$ cat src/rtl/arb_pkg.sv
// Shared types and default widths for the cache-to-memory arbiter.
package arb_pkg;

    localparam int unsigned ADDR_W_DEF = 32;
    localparam int unsigned LINE_W_DEF = 256;

    typedef enum logic [2:0] {
        IDLE,
        I_BUSY,
        D_BUSY,
        I_DONE,
        D_DONE
    } arb_state_t;

    typedef enum logic {
        ICACHE,
        DCACHE
    } arb_src_t;

endpackage

$ cat src/rtl/cache_arbiter.sv
// Merges icache line fills and dcache fills/writebacks onto one memory port, one line at a time.
// Optional: define ARB_DCACHE_PRIO_EN for static dcache priority instead of round-robin.
module cache_arbiter
    import arb_pkg::*;
#(
    parameter int unsigned ADDR_W = ADDR_W_DEF,
    parameter int unsigned LINE_W = LINE_W_DEF
) (
    input  logic              clk,
    input  logic              rst,

    input  logic              i_pmem_read,
    input  logic [ADDR_W-1:0] i_pmem_address,
    output logic [LINE_W-1:0] i_pmem_rdata,
    output logic              i_pmem_resp,

    input  logic              d_pmem_read,
    input  logic              d_pmem_write,
    input  logic [ADDR_W-1:0] d_pmem_address,
    input  logic [LINE_W-1:0] d_pmem_wdata,
    output logic [LINE_W-1:0] d_pmem_rdata,
    output logic              d_pmem_resp,

    output logic              mem_read,
    output logic              mem_write,
    output logic [ADDR_W-1:0] mem_address,
    output logic [LINE_W-1:0] mem_wdata,
    input  logic [LINE_W-1:0] mem_rdata,
    input  logic              mem_resp
);

    arb_state_t state_q, state_d;
    logic       i_req, d_req;
    logic       grant_i, grant_d;
    logic       capture_i, capture_d;

`ifndef ARB_DCACHE_PRIO_EN
    arb_src_t   last_grant;
`endif

    assign i_req = i_pmem_read;
    assign d_req = d_pmem_read | d_pmem_write;

    always_ff @(posedge clk or negedge rst) begin
        if (!rst) begin
            state_q <= IDLE;
        end else begin
            state_q <= state_d;
        end
    end

    always_comb begin
        state_d     = state_q;
        grant_i     = 1'b0;
        grant_d     = 1'b0;
        capture_i   = 1'b0;
        capture_d   = 1'b0;
        i_pmem_resp = 1'b0;
        d_pmem_resp = 1'b0;
        case (state_q)
            IDLE: begin
                if (i_req && d_req) begin
`ifdef ARB_DCACHE_PRIO_EN
                    grant_d = 1'b1;
`else
                    if (last_grant == ICACHE) begin
                        grant_d = 1'b1;
                    end else begin
                        grant_i = 1'b1;
                    end
`endif
                end else if (i_req) begin
                    grant_i = 1'b1;
                end else if (d_req) begin
                    grant_d = 1'b1;
                end
                if (grant_i) begin
                    state_d = I_BUSY;
                end else if (grant_d) begin
                    state_d = D_BUSY;
                end
            end
            I_BUSY: begin
                if (mem_resp) begin
                    capture_i = 1'b1;
                    state_d   = I_DONE;
                end
            end
            D_BUSY: begin
                if (mem_resp) begin
                    capture_d = 1'b1;
                    state_d   = D_DONE;
                end
            end
            // Response pulses decode straight from the state register, so they are glitch-free.
            I_DONE: begin
                i_pmem_resp = 1'b1;
                state_d     = IDLE;
            end
            D_DONE: begin
                d_pmem_resp = 1'b1;
                state_d     = IDLE;
            end
            default: begin
                state_d = IDLE;
            end
        endcase
    end

    // Read and write both high is illegal on the dcache side; write wins.
    always_ff @(posedge clk or negedge rst) begin
        if (!rst) begin
            mem_read     <= 1'b0;
            mem_write    <= 1'b0;
            mem_address  <= '0;
            mem_wdata    <= '0;
            i_pmem_rdata <= '0;
            d_pmem_rdata <= '0;
        end else begin
            if (grant_i) begin
                mem_read    <= 1'b1;
                mem_write   <= 1'b0;
                mem_address <= i_pmem_address;
            end else if (grant_d) begin
                mem_read    <= ~d_pmem_write;
                mem_write   <= d_pmem_write;
                mem_address <= d_pmem_address;
                mem_wdata   <= d_pmem_wdata;
            end
            if (capture_i || capture_d) begin
                mem_read  <= 1'b0;
                mem_write <= 1'b0;
            end
            if (capture_i) begin
                i_pmem_rdata <= mem_rdata;
            end
            if (capture_d && !mem_write) begin
                d_pmem_rdata <= mem_rdata;
            end
        end
    end

`ifndef ARB_DCACHE_PRIO_EN
    always_ff @(posedge clk or negedge rst) begin
        if (!rst) begin
            last_grant <= ICACHE;
        end else if (grant_i) begin
            last_grant <= ICACHE;
        end else if (grant_d) begin
            last_grant <= DCACHE;
        end
    end
`endif

endmodule

$ cat config.mk
export PLATFORM = sky130hd
export DESIGN_NAME = cache_arbiter
export DESIGN_NICKNAME = d
export VERILOG_FILES = /design/src/rtl/arb_pkg.sv /design/src/rtl/cache_arbiter.sv
export SDC_FILE = /design/constraint.sdc
export NUM_CORES = 1
export LEC_CHECK = 0
export CORE_AREA = 2 2 536 538
export DETAILED_ROUTE_END_ITERATION = 10
export DIE_AREA = 0 0 538 540
export SLEW_MARGIN = 20
export SYNTH_ARGS = -nofsm -noshare
export SYNTH_HDL_FRONTEND = slang
export SYNTH_SLANG_ARGS = --single-unit
$ cat constraint.sdc
create_clock -name clk -period 2.37 [get_ports clk]
set_input_delay 0.474 -clock clk [delete_from_list [all_inputs] [get_ports clk]]
set_output_delay 0.474 -clock clk [all_outputs]
set_load 0.005 [all_outputs]
==> results of run 1 <==
metrics by stage:
step           cell area [µm²]  util (%)  cells  setup TNS [ns]  power [mW]
5_1_grt                  52800      18.5   7135               0        78.9
6_report                 52800      18.6   7162               0        74.8
4_1_cts                  52700      18.5   7122               0        76.4
2_1_floorplan            30300         -   1769               0        34.8
3_5_place_dp             49400      17.4   6937          -77.30        60.5
3_3_place_gp             49400      17.4   6937          -77.26        59.9
flip-flops by register name (all words and copies together), names as in the netlist:
register,cells
mem_wdata,256
mem_read,1
mem_write,1
state_q,3
mem_address,32
d_pmem_rdata,256
i_pmem_rdata,256
last_grant,1
layout make-up:
cell class                 count  area (µm²)
clock inverter                42         541
sequential                   806       20200
fill                       30800      232000
timing repair buffer        1508       14900
antenna                       40         100
multi-input combinational    863        9450
clock buffer                 141        2920
tap                         3762        4710
synth_stat cells, types with 2 or more instances:
| master | number | area (µm²) |
|---|---|---|
| nand2_1 | 2 | 7.51 |
| nor3_1 | 4 | 20.0 |
| mux2_1 | 188 | 2120 |
| o21a_1 | 32 | 240 |
| buf_4 | 10 | 75.1 |
| a221o_1 | 32 | 320 |
| buf_2 | 55 | 275 |
| mux2_2 | 580 | 6530 |
| buf_12 | 2 | 40.0 |
| nor3b_1 | 2 | 15.0 |
| buf_6 | 9 | 101 |
| dfrtp_1 | 806 | 20200 |
| nand2b_1 | 3 | 18.8 |
| buf_8 | 10 | 150 |
| clkbuf_1 | 14 | 52.6 |
| nor2_1 | 6 | 22.5 |
path summary, 6_finish.rpt:
check	start	end	slack, ns	depth (start not counted)
max in group asynchronous	rst	state_q[2]	1.21	4
min reg2reg	mem_wdata[171]	mem_wdata[171]	0.48	1
max	d_pmem_rdata[79]	d_pmem_rdata[79]	0.06	1
max reg2reg	state_q[1]	mem_wdata[159]	0.16	5
min in group clk	d_pmem_wdata[228]	mem_wdata[228]	0.26	2
min	rst	i_pmem_rdata[211]	0.10	2
cells by family after synthesis:
| family | count (synthesis) |
|---|---|
| AO/OA/AOI/OAI | 72 |
| buffers and inverters | 100 |
| multiplexers | 768 |
| AND/OR/NAND/NOR | 23 |
| flip-flops | 806 |
layer usage:
metal	track usage, %	share of wire, %	vias up
li1	-	-	9456
met1	15.2	38	11600
met2	21.0	44	1329
met3	8.81	15	372
met4	3.58	2.8	98
met5	0	0.30	-
placed cells by master (no fill, tap or decap), drive strengths merged:
master	instances
clkdlybuf4s50	1183
dfrtp	806
mux2	768
dlygate4sd2	175
clkbuf	143
buf	142
diode	40
o21a	32
a221o	32
clkinv	20
bufinv	9
inv	7
nor2	7
clkinvlp	6
dlymetal6s2s	5
nor3	4
nand2b	3
nand2	2
nor3b	2
o21bai	1
a21oi	1
or3	1
o2bb2ai	1
and3	1
nor2b	1
a2111oi	1
and2	1
nand3	1
o221a	1
o21ai	1
a2bb2oi	1
o22a	1
dlygate4sd3	1
where the power goes:
part	total (mW)	leakage, nW	switching [mW]	internal [mW]
registers	25.3	9.57	4.35	20.9
clock network	16.3	1.69	6.67	9.63
logic	33.2	9.72	14.8	18.5
timing repair:
action,CTS,global route
endpoints found under the hold margin,217,0
pin swaps,0,0
endpoints found under the setup margin,185,7
setup buffers,1,0
hold buffers,1,0
resized for setup,193,8
==> summary.md, run 1 <==
| Metric | Value |
|---|---|
| Core area | `approximately 280000 µm²` |
| Final HPWL DP | `about 180 mm` |
| Crit-path cells | `clkdlybuf4s50_1` |
| CTS buffer count | `104` |
| Syn Nets | `about 2400` |
| Final ANT Viol Nets | `0` |
| LEAKAGE | `between 20 and 25 nW` |
| Xor/xnor cell area share of the yosys netlist | `0%` |
| Mapped cell area | `30300 µm²` |
| Post-synthesis mux area share | `28.6%` |
| EDFF count, synth | `0` |
| Worst setup EP type | `primary output` |
| Routed wire length | `204 mm` |
| TritonCTS clock tree | `yes` |
| Chip Width | `538 µm` |
| Synth unique cells | `30` |
| Slew Limit Headroom | `48.8%` |
| Worst VDD drop | `672 µV` |
| Clock Tree Root | `clkbuf_16` |
| Post-Syn Instances | `1769` |
| Share of the yosys chip area belonging to registers | `66.6%` |
| Final #Nets | `3865` |
| Final Hold Viols | `0` |
| Core Rows | `between 150 and 200` |
| CP max stage cell | `clkdlybuf4s50_1` |
| Hold Path Class | `input port to asynchronous set/reset pin` |
| Critical path arrival | `1.84 ns` |
| CP peak stage delay | `0.69 ns` |
| Endpoints failing setup | `0` |
| Seq cells post-synth | `806` |
| Crit Path Class | `register to primary output` |
| Fmax | `about 430 MHz` |
| Adder-cell share of the synthesized area | `0%` |
| Vias in the first global route | `24000` |
| Status | `completed` |
| Max-cap violations | `0` |
| Pre-CTS WS | `-0.336 ns` |
| Fin Hold WS | `0.104 ns` |
| Final WS setup | `about 0.056 ns` |
| Post-Syn Area per Cell | `17.1 µm²` |
| Clk slew on worst S/H paths | `0.06 ns` |
| GRT overflow | `0` |
| Post-route DRC | `0` |
| Via/cell ratio | `3.18` |
| RSZ-0062 raised after global routing | `false` |
| Tot GR Track Use | `13.5%` |
| Largest net degree at the start of global routing | `112` |
| Htree depth | `3` |
| Die area | `291000 µm²` |
| Via count | `22800` |
| Share of cells above drive strength 1 | `between 20% and 30%` |
| Critical Path Start Type | `register` |
| Final Critical Period | `2.31 ns` |
| DRT Pass-1 Iters | `4` |
| CP Data Required Time | `1.90 ns` |
| I/O pin count | `1386` |
| Largest family of logic cells by synthesized area | `multiplexers` |
| Clk_lat worst skew | `0.82 ns` |
| Starting density of the core | `roughly a tenth` |
| Top_reg_cell synth | `dfrtp_1` |
| Initial antenna violation count | `152` |
| Iteration-0 DRC Markers | `about 950` |
| WP buf/inv | `1` |
| Critical path peak fanout | `2` |
| Routed len/inst | `28.5 µm` |
| Simple-gate area share of the yosys netlist | `less than 1%` |
| Max Slew Vio Count | `0` |
| Worst-Margin Slew | `just under 0.8 ns` |
| Worst clock skew | `0.0303 ns` |
| Die H | `~540 µm` |
| I/O Buffers | `1385` |
| Worst path top cell family by delay | `buffers and inverters` |
| CTS Buffer Depth | `4` |
| Area growth syn-to-layout | `74.5%` |
| PwrDens | `approximately 1400 nW/µm²` |
| Post-synthesis compound-gate area fraction | `2.06%` |
| Synth Warn # | `0` |
| Final period utilization | `around 98%` |
| Final GP Congestion | `0.963` |
| First-pass GRT wire length | `257 mm` |
| Clock sinks | `806` |
| Async SR Flop Fraction | `100%` |
No activity file was read; power rests on OpenSTA's default activity.
==> run 2, diff against run 1 <==
ABC_AREA = 1   (was not set)
CORE_AREA = 2 2 535 537   (was 2 2 536 538)
DIE_AREA = 0 0 537 539   (was 0 0 538 540)
==> run 2 against run 1 <==
Effect of this change:
- sequential share of layout area up 0.21 points
- global-route usage rose by 0.37 points
- design area fell by 0.56%
- flip-flop and latch count unchanged
- total power shrank 6.8%
- worst hold slack better by 0.053 ns
- count of clock-buffer cells in the layout rose by 2
- maximum frequency rose by 0.50%
- core utilization fell by 0.072 points
- wire length increased by 1.9%
- die area decreased by 0.37%
==> summary.md, run 2 <==
| Metric | Value |
|---|---|
| DRT Pass-1 Iters | `5` |
| Share of the yosys chip area belonging to registers | `66.8%` |
| I/O pin count | `between 1000 and 1500` |
| Clk slew on worst S/H paths | `0.06 ns` |
| Cell Area, Placed | `slightly below 50000 µm²` |
| Worst setup EP type | `primary output` |
| Critical Path Start Type | `register` |
| Mapped cell area | `a little over 30000 µm²` |
| Seq cells post-synth | `806` |
| First-pass GRT wire length | `267 mm` |
| CTS buffer count | `around 100` |
| Hold Path Class | `input port to register` |
| Chip Width | `537 µm` |
| Post-Layout Inst Area | `52500 µm²` |
| Vias in the first global route | `27500` |
| Post-Syn Area per Cell | `9.41 µm²` |
| Fmax | `434 MHz` |
| Cell taking the most area after synthesis | `dfrtp_1` |
| Placed insts | `roughly 8300` |
| Yosys top cell area share | `roughly two thirds` |
| CP Data Required Time | `1.90 ns` |
| Clock Tree Root | `clkbuf_16` |
| Tot GR Track Use | `13.9%` |
| Crit Path Class | `register to primary output` |
| Core Rows | `about 200` |
| RSZ-0062 raised after global routing | `false` |
| Area growth syn-to-layout | `74.1%` |
| Endpoints failing setup | `0` |
| Initial antenna violation count | `178` |
| Routed len/inst | `about 24 µm` |
| PwrDens | `1330 nW/µm²` |
| Final HPWL DP | `approximately 180 mm` |
| Worst clock skew | `0.0560 ns` |
| Critical path arrival | `1.83 ns` |
| Worst VDD drop | `roughly 1600 µV` |
| Largest net degree at the start of global routing | `156` |
| I/O Buffers | `between 1000 and 1500` |
| Clock sinks | `806` |
| Status | `completed` |
| Max Slew Vio Count | `0` |
| Finished Layout Cells | `around 8500` |
| Commonest non-fill, non-tap cells in the layout | `nand2_1, clkdlybuf4s50_1, dfrtp_1` |
| Via/cell ratio | `3.29` |
| Die area | `289000 µm²` |
| Syn Nets | `3790` |
| Post-CTS Setup Bufs | `0` |
| WP buf/inv | `1` |
| EDFF count, synth | `0` |
| CP peak stage delay | `between 0.5 and 0.6 ns` |
| Share of cells above drive strength 1 | `6.50%` |
| Worst-Margin Slew | `around 0.83 ns` |
| Htree depth | `3` |
| Iteration-0 DRC Markers | `approximately 2000` |
| Synth Warn # | `0` |
| Most common cell after layout, fill and taps aside | `nand2_1` |
| Critical path peak fanout | `2` |
| Async SR Flop Fraction | `100%` |
| Worst path top cell family by delay | `buffers and inverters` |
| Starting density of the core | `a little over a tenth` |
| Via count | `28100` |
| Post-Syn Instances | `3208` |
| CTS Buffer Depth | `4` |
| Post-route DRC | `0` |
| Routed wire length | `208 mm` |
| Final GP Congestion | `0.894` |
| Top post-synthesis cells by count | `nand2_1, dfrtp_1, o21ai_0` |
| Synth unique cells | `23` |
| Top-count cell post-synth | `nand2_1` |
| Core area | `between 200000 and 300000 µm²` |
| Slew Limit Headroom | `between 40 and 50%` |
| Largest cells by area after synthesis | `dfrtp_1, nand2_1, o21ai_0, inv_1, buf_2` |
| Registers with the most flip-flops | `d_pmem_rdata x256, i_pmem_rdata x256, mem_wdata x256` |
| TritonCTS clock tree | `yes` |
| LEAKAGE | `24.1 nW` |
| Clk_lat worst skew | `0.81 ns` |
| Final ANT Viol Nets | `0` |
| Die H | `roughly 540 µm` |
| CP max stage cell | `clkdlybuf4s50_1` |
| Top_reg_cell synth | `dfrtp_1` |
| Final period utilization | `97.1%` |
| Crit-path cells | `clkdlybuf4s50_1` |
| Final #Nets | `5215` |
| Final Hold Viols | `0` |
| GRT overflow | `0` |
| Final Critical Period | `about 2.3 ns` |
| Max-cap violations | `0` |
## run 2: cell types whose count changed after synthesis, sizes merged, moves of 32 or more
cell / previous run / this run
o21a: 32 / 0
inv: 0 / 265
clkbuf: 14 / 70
nand3: 1 / 69
mux2: 768 / 0
nand2: 2 / 1361
o21ai: 1 / 513
a221o: 32 / 0
## run 2: stage by stage
stage	setup WS, ns	power [mW]	setup TNS [ns]	hold WS, ns	utilization (%)
global route	0.00158	74.3	0	0.113	18.5
finish	0.0679	69.7	0	0.157	18.5
floorplan	1.00	32.3	0	0.178	-
CTS	-0.0102	71.2	-0.0102	0.0531	18.5
global placement	0.0365	55.1	0	0.453	17.3
detailed placement	0.0381	55.5	0	0.458	17.3
## run 2: path summary, 6_finish.rpt
path	from	endpoint	depth (start not counted)	slack, ns
worst max-delay path	d_pmem_rdata[64]	d_pmem_rdata[64]	1	0.07
worst min-delay path	d_pmem_wdata[169]	mem_wdata[169]	3	0.16
worst max register to register	state_q[1]	mem_wdata[131]	7	0.39
worst min register to register	mem_wdata[38]	mem_wdata[38]	2	0.46
max in group asynchronous	rst	d_pmem_rdata[249]	3	1.14
min in group asynchronous	rst	d_pmem_rdata[155]	2	0.21
## run 2: cells by family (layout without fill, tap and decap cells)
| group | Yosys count | in the layout | share of synthesized area [%] |
|---|---|---|---|
| and+or+nand+nor | 1441 | 1441 | 18.4 |
| DFF | 806 | 806 | 66.8 |
| AOI/OAI and AO/OA | 514 | 514 | 8.52 |
| buffers and inverters | 447 | 1949 | 6.30 |
| other | 0 | 51 | 0 |
## run 2: cell type report
cell class	instances	area, µm²
clock inverters	37	484
inverters	265	995
clock buffers	143	2900
well taps	3762	4710
diodes	51	128
repair buffers	1504	15000
fillers	31700	231000
flip-flops and latches	806	20200
multi-input cells	1955	8160
## run 2: power by group
part	total (mW)	internal, mW	switching, mW
sequential	24.2	20.2	4.00
combinational	29.5	14.1	15.3
clock	16.1	9.49	6.61
## run 2: per-layer routing
metal / GRT usage [%] / share of wire (%)
met1: 13.8 / 34
met2: 21.8 / 44
met3: 10.4 / 16
met4: 5.70 / 4.3
met5: 0 / 0.43
## run 2: timing repair
item	CTS	global route
hold buffers	1	0
pin swaps	0	0
setup endpoints to repair	169	7
hold endpoints to repair	74	0
resized for setup	175	7
